## src/rtl/kmeans_pkg.sv

```systemverilog
// rtl/kmeans_pkg.sv - shared cluster addresses, FSM state type and default widths
package kmeans_pkg;
  localparam int DIST_W  = 32;
  localparam int COORD_W = 16;

  localparam logic [1:0] CL0 = 2'b00;
  localparam logic [1:0] CL1 = 2'b01;
  localparam logic [1:0] CL2 = 2'b10;

  typedef enum logic [1:0] {IDLE, RUN, DRAIN, DONE} state_t;
endpackage

```

## src/rtl/lta_argmin3.sv

```systemverilog
// rtl/lta_argmin3.sv - combinational three-way argmin; ties resolve to the lowest index
module lta_argmin3
  import kmeans_pkg::*;
#(
  parameter int W = kmeans_pkg::DIST_W
) (
  input  logic [W-1:0] a,
  input  logic [W-1:0] b,
  input  logic [W-1:0] c,
  output logic [1:0]   addr
);
  always_comb begin
    if (a <= b && a <= c) addr = CL0;
    else if (b <= c)      addr = CL1;
    else                  addr = CL2;
  end
endmodule

```

## src/rtl/kmeans_assign_ctrl.sv

```systemverilog
// rtl/kmeans_assign_ctrl.sv - per-iteration nearest-cluster assignment with count/sum accumulation
module kmeans_assign_ctrl
  import kmeans_pkg::*;
#(
  parameter int DIST_W  = kmeans_pkg::DIST_W,
  parameter int COORD_W = kmeans_pkg::COORD_W,
  parameter int CNT_W   = 16,
  parameter int SUM_W   = COORD_W + CNT_W
) (
  input  logic               clk,
  input  logic               reset,
  input  logic               start,
  input  logic [CNT_W-1:0]   num_points,
  input  logic               in_valid,
  output logic               in_ready,
  input  logic [DIST_W-1:0]  dist1,
  input  logic [DIST_W-1:0]  dist2,
  input  logic [DIST_W-1:0]  dist3,
  input  logic [COORD_W-1:0] point_x,
  input  logic [COORD_W-1:0] point_y,
  output logic               assign_valid,
  output logic [1:0]         assign_addr,
  output logic               busy,
  output logic               done,
  input  logic [1:0]         rd_sel,
  output logic [CNT_W-1:0]   rd_count,
  output logic [SUM_W-1:0]   rd_sum_x,
  output logic [SUM_W-1:0]   rd_sum_y
);
  state_t state, state_next;

  logic [CNT_W-1:0]   num_q;
  logic [CNT_W-1:0]   beat_cnt;
  logic               stg_valid;
  logic [DIST_W-1:0]  stg_d1, stg_d2, stg_d3;
  logic [COORD_W-1:0] stg_x, stg_y;
  logic [1:0]         win;
  logic [CNT_W-1:0]   count_q [3];
  logic [SUM_W-1:0]   sum_x_q [3];
  logic [SUM_W-1:0]   sum_y_q [3];
  logic               start_ok;
  logic               accept;

  assign start_ok = start && (state == IDLE || state == DONE);
  assign accept   = in_valid && in_ready;

  always_ff @(posedge clk) begin
    if (reset) state <= IDLE;
    else       state <= state_next;
  end

  always_comb begin
    state_next = state;
    case (state)
      IDLE, DONE: if (start) state_next = (num_points == '0) ? DONE : RUN;
      RUN:        if (beat_cnt == num_q) state_next = DRAIN;
      DRAIN:      state_next = DONE;
      default:    state_next = IDLE;
    endcase
  end

  always_comb begin
    busy     = (state == RUN) || (state == DRAIN);
    done     = (state == DONE);
    in_ready = (state == RUN) && (beat_cnt != num_q);
  end

  lta_argmin3 #(.W(DIST_W)) u_argmin (
    .a    (stg_d1),
    .b    (stg_d2),
    .c    (stg_d3),
    .addr (win)
  );

  // Stage capture at E and accumulation at E+1 overlap, so beats stream one per cycle.
  always_ff @(posedge clk) begin
    if (reset) begin
      num_q        <= '0;
      beat_cnt     <= '0;
      stg_valid    <= 1'b0;
      stg_d1       <= '0;
      stg_d2       <= '0;
      stg_d3       <= '0;
      stg_x        <= '0;
      stg_y        <= '0;
      assign_valid <= 1'b0;
      assign_addr  <= '0;
      for (int k = 0; k < 3; k++) begin
        count_q[k] <= '0;
        sum_x_q[k] <= '0;
        sum_y_q[k] <= '0;
      end
    end else begin
      stg_valid    <= accept;
      assign_valid <= stg_valid;
      if (accept) begin
        stg_d1 <= dist1;
        stg_d2 <= dist2;
        stg_d3 <= dist3;
        stg_x  <= point_x;
        stg_y  <= point_y;
      end
      if (stg_valid) assign_addr <= win;
      if (start_ok) begin
        num_q    <= num_points;
        beat_cnt <= '0;
        for (int k = 0; k < 3; k++) begin
          count_q[k] <= '0;
          sum_x_q[k] <= '0;
          sum_y_q[k] <= '0;
        end
      end else begin
        if (accept) beat_cnt <= beat_cnt + CNT_W'(1);
        for (int k = 0; k < 3; k++) begin
          if (stg_valid && win == 2'(k)) begin
            count_q[k] <= count_q[k] + CNT_W'(1);
            sum_x_q[k] <= sum_x_q[k] + SUM_W'(stg_x);
            sum_y_q[k] <= sum_y_q[k] + SUM_W'(stg_y);
          end
        end
      end
    end
  end

  always_comb begin
    rd_count = '0;
    rd_sum_x = '0;
    rd_sum_y = '0;
    case (rd_sel)
      CL0: begin rd_count = count_q[0]; rd_sum_x = sum_x_q[0]; rd_sum_y = sum_y_q[0]; end
      CL1: begin rd_count = count_q[1]; rd_sum_x = sum_x_q[1]; rd_sum_y = sum_y_q[1]; end
      CL2: begin rd_count = count_q[2]; rd_sum_x = sum_x_q[2]; rd_sum_y = sum_y_q[2]; end
      default: ;
    endcase
  end
endmodule
```

## config.mk

```make
export PLATFORM = sky130hd
export DESIGN_NAME = kmeans_assign_ctrl
export DESIGN_NICKNAME = d
export VERILOG_FILES = /design/src/rtl/kmeans_pkg.sv /design/src/rtl/lta_argmin3.sv /design/src/rtl/kmeans_assign_ctrl.sv
export SDC_FILE = /design/constraint.sdc
export NUM_CORES = 1
export LEC_CHECK = 0
export CAP_MARGIN = 30
export CORE_ASPECT_RATIO = 1.1
export CORE_UTILIZATION = 63
export CTS_CLUSTER_DIAMETER = 60
export DETAILED_ROUTE_END_ITERATION = 6
export PLACE_DENSITY = 0.86
export SLEW_MARGIN = 20
export SYNTH_ARGS = -nofsm -noshare
export SYNTH_HDL_FRONTEND = slang
export SYNTH_HIERARCHICAL = 1
export SYNTH_SLANG_ARGS = --single-unit
```

## constraint.sdc

```tcl
create_clock -name clk -period 12.8 [get_ports clk]
set_input_delay 2.56 -clock clk [delete_from_list [all_inputs] [get_ports clk]]
set_output_delay 2.56 -clock clk [all_outputs]
set_load 0.005 [all_outputs]
```

# Word-level counts from Yosys, hierarchy flattened
# Memory sizes are Yosys's and may differ from the RTL's.
# Cells that the tools add are included.
# op_classes
bitwise,18
muxes,44
n_lt_le_gt_ge,3
addsub,10
n_eq_ne,11
reduce_logical,16
# op_table
cell,n
$mux W32,12
$add A32 B16 Y32,6
$pmux W32 S3,2
$le A32 B32 Y1,3
$mux W16,6
$add A16 B1 Y16 const B,4
$pmux W16 S3,1
$or A1 B1 Y1,18
$mux W1,17
$eq A16 B16 Y1,1
$logic_not A16 Y1,1
$ne A16 B16 Y1,1
$mux W2,5
$eq A2 B2 Y1 const B,4
$logic_and A1 B1 Y1,7
$eq A2 B1 Y1 const B,3
$logic_not A2 Y1,3
$pmux W2 S3,1
$ne A2 B2 Y1 const B,2
$reduce_or A2 Y1,2
$logic_or A1 B1 Y1,2
$reduce_and A2 Y1,1
# word_totals
reg_bits,166
memories,3
inputBits,150
output_inout_bits,86
ram_bits,240
# memory_table
memory,depth,width,rd,rd_ports_with_merged_regs,write_ports,line_no,text
sum_x_q,3,32,3,0,3,kmeans_assign_ctrl.sv:39,logic [SUM_W-1:0] sum_x_q [3];
sum_y_q,3,32,3,0,3,kmeans_assign_ctrl.sv:40,logic [SUM_W-1:0] sum_y_q [3];
count_q,3,16,3,0,3,kmeans_assign_ctrl.sv:38,logic [CNT_W-1:0] count_q [3];

# Logic depth before layout (Yosys ltp)
# logic_depth
word_depth,10
depth_mapped,16
depth_no_buf,13

# By module
# Netlist, hierarchy kept.
# by_module_without_submodules
mod,cells_each,area_per_inst_um2,n_inst,seq_area_each_um2
kmeans_assign_ctrl,2693,24006.8,1,10530.1
lta_argmin3,313,2339.7,1,0.0

# Worst setup path after synthesis
# Ideal clock, no wire load.
# synth_timing
path_type,register -> register
startpoint,register stg_d2[29]
endpoint,memory count_q[2][0] (netlist: count_q[0][32]) (enable)
path_stages_with_launch,11
arrival_time_ns,7.759
slack_ns,4.412
cell_sequence,dfxtp_1 > inv_1 > ha_1 > nand4_2 > or4_4 > and2b_1 > o31a_1 > nor4_2 > a311oi_1 > nand2_1 > o21ai_0
# synth_rtl
element,line_no,text
start: declaration,kmeans_assign_ctrl.sv:35,"logic [DIST_W-1:0] stg_d1, stg_d2, stg_d3;"
start signal: assignment,kmeans_assign_ctrl.sv:98,stg_d2 <= dist2;
end: declaration,kmeans_assign_ctrl.sv:38,

# Worst setup path after layout
# layout_timing
startpoint,input rd_sel[0]
endpoint,output rd_count[14]
# layout_between
elab_chain_cells,2
word_cells_on_any_way,4
classes_between,2 x eq/ne; 1 x mux; 1 x reduce/logical
# layout_rtl
element,line_no,text
start: declaration,kmeans_assign_ctrl.sv:25,"input logic [1:0] rd_sel,"
$eq A2 B2 Y1 (tied with other cells),kmeans_assign_ctrl.sv:129,case (rd_sel)
$pmux W16 S3 *,kmeans_assign_ctrl.sv:129,
end: declaration,kmeans_assign_ctrl.sv:26,"output logic [CNT_W-1:0] rd_count,"
# Mark *: on every way between the ends. The rest lies on a longest branch, timed or not.

==> metrics.txt <==
status finished clean; Post-CTS Setup Repair Bufs 0; Compound-Gate Fraction of Synth Area between 10% and 20%; Die W just under 200 µm; critical-path maximum fanout between 80 and 90; # port buffers roughly 240; Synth Area per Inst 8.76 µm²; Max Fclk around 130 MHz; cell accounting for the most synthesized area edfxtp_1; Post-CTS Resized 0; cts hold-fix bufs 0; family with the most delay on the worst path buffers and inverters; Slowest-stage cell, CP buf_4; gpl congestion approximately 0.99; clk buf depth 3; Netlist cell types 82; power share of the clock group between 20% and 30%; Crit. Startpoint rd_sel[0]; CTS sink count between 400 and 500; DRT iter0 DRCs 2003; Pleak 11.3 nW; ranking of synthesized cells by area edfxtp_1 27%, dfxtp_1 13%, ha_1 9.5%, nand2_1 7.9%, a21oi_1 6.2%; post-synthesis mux area share under 10%; DP HPWL ~54000 µm; met2 usage 58.2%; switching power total roughly 2.0 mW; Post-DRT Antenna Nets 0; clock root buffer clkbuf_16; Hold Startpoint stg_d1[0]; CTS tree done; adder-cell area share of the yosys netlist roughly 9.9%; setup TNS 0 ns; fin worst setup slack 5.11 ns; largest family of logic cells by synthesized area simple AND/OR/NAND/NOR gates; pin count of the biggest net entering global routing 98; DRT Wirelength 73700 µm; GR Util met1 a little over two fifths; Remaining Overflow, GRT 0; number of CTS-inserted buffers 45; internal power between 3 and 4 mW; Starting Density 63.8%; EDFF count, synth 240; Setup crit start kind input pin; FF-to-FF Start stg_d3[11]; maxcap violations 0; Core Footprint 41300 µm²; pwr dens 171 nW/µm²; CP cell instances buf_2 -> buf_4 -> nor2b_4 -> buf_4 -> nand2_1 -> o21ai_0 -> clkdlybuf4s50_1; Worst Clk Skew about 0.025 ns; Synth Flop Type edfxtp_1; row cnt 78; hold crit path type flip-flop to flip-flop; # IOs between 200 and 250; worst path bufs/invs 4; M3 GR Usage 4.42%; share of layout cells above drive strength 1 approximately 3.5%; crit end category output pin; post-synthesis async set-or-reset flop share 0%; # DRC 0; Wirelength per Cell just under 20 µm; relative slew slack 35.2%; gr busiest metal met2; Final Hold Fails 0; CP peak stage delay between 0.6 and 0.7 ns; Worst Path Arrival between 5 and 6 ns; sequential share of power 40.7%; Worst-Skew Late Latency approximately 0.59 ns; H-tree lvl count 2; CP Data Required Time 10.24 ns; DR vias ~24000; Final Util 73.8%; RSZ-0062 raised after global routing false; Final nets around 3500; Pins Over Slew Limit 0; CP most frequent cell buf_4; pre-CTS setup slack 5.17 ns; Combinational Power Share between 30% and 40%; sequential element share of the synthesized area between 30% and 40%; Tmin final 7.69 ns; Fin Hold WS 0.459 ns; vias in the first global route between 20000 and 25000; Layout area overhead 15.7%; Slew @ Worst Pin a little under 1 ns; drt via density between 6 and 7; switch share approximately 38%; Die Y-Extent between 200 and 250 µm; most frequent cells in the layout 550 x nand2_1, 326 x a21oi_1, 240 x edfxtp_1; FF-to-FF setup slack around 7.3 ns; DIE AREA ~43000 µm²; DR pass1 iterations 6; Synth top area share approximately 27%; Clock Pin Slew Worst Setup and Hold Paths 0.06 ns; ratio of final minimum period to clock period between 60% and 70%; Mapped Cells 3006; VDD IR-drop max between 100 and 150 µV; YS warnings 6; antenna violations before repair 1; Final Setup Violations 0; Mapped Area between 20000 and 30000 µm²; Post-Syn Nets 3361; Seq cells post-synth approximately 410; most common cell after layout, fill and taps aside nand2_1; GRT Total Usage about a third; Post-Synth Simple-Gate Area between 20% and 30%; xor and xnor area share after synthesis under 10%; first-pass GRT wire length ~120000 µm; Setup CP Type input pin to output pin
==> Yosys cell counts, types with 39 or more instances <==
library cell	number
xnor2_1	69
nor2_1	198
nand3_1	84
xor2_1	60
and3_1	43
nand4_1	58
nand2_1	551
o21ai_0	150
inv_1	108
a21oi_1	326
a21o_1	42
a211oi_1	39
clkbuf_1	87
dfxtp_1	166
nand2b_1	41
edfxtp_1	240
mux2i_1	117
ha_1	199
==> registers in the layout (all words and copies together) (netlist names) <==
signal,count
beat_cnt,16
state,2
stg_y,16
sum_x_q,96
assign_valid,1
stg_x,16
stg_valid,1
num_q,16
stg_d1,32
sum_y_q,96
assign_addr,2
count_q,48
stg_d2,32
stg_d3,32
==> stage by stage <==
stage / std cells / area [µm²] / total power, mW
2_1_floorplan: 3006 / 26300 / 3.25
3_3_place_gp: 3678 / 29000 / 3.81
5_1_grt: 3760 / 30500 / 5.48
3_5_place_dp: 3679 / 29000 / 3.90
4_1_cts: 3759 / 30400 / 5.19
6_report: 3761 / 30500 / 5.21
==> worst paths after layout <==
| path | end | depth (start not counted) |
|---|---|---|
| worst max-delay path | rd_count[14] | 7 |
| worst min register to register | stg_d1[0] | 2 |
| worst max register to register | sum_x_q[0][91] | 15 |
| worst min-delay path | stg_d1[0] | 2 |
==> per-layer routing <==
layer	share of wire [%]	vias to the layer above
li1	-	11200
met1	40	11200
met2	48	976
met3	6.8	236
met4	4.9	0
met5	0	-
==> worst min-delay path, cell delays in order (launching register included) <==
cell,delay (ns)
dfxtp_1,0.31
nand2_1,0.05
a21oi_1,0.05
==> area by class of cell <==
type / instances / area (µm²)
Timing Repair Buffer: 252 / 2500
Clock inverter: 9 / 71.3
Multi-Input combinational cell: 2354 / 14900
Antenna cell: 1 / 2.50
Sequential cell: 406 / 10500
Inverter: 108 / 405
Fill cell: 3107 / 10800
Tap cell: 560 / 701
Clock buffer: 71 / 1380
==> logic make-up after synthesis <==
group           count (synthesis)
flops                         406
compound gates                748
fa+ha+maj                     205
xor+xnor                      129
buf+inv                       246
mux                           117
simple gates                 1155
==> power groups by stage <==
stage | logic [mW] | clock network [mW] | registers (mW)
floorplan | 1.24 | 0 | 2.01
CTS | 1.78 | 1.30 | 2.11
global route | 1.98 | 1.35 | 2.15
finish | 1.80 | 1.29 | 2.12
global placement | 1.69 | 0 | 2.12
detailed placement | 1.77 | 0 | 2.13
(Power assumes the default switching activity.)
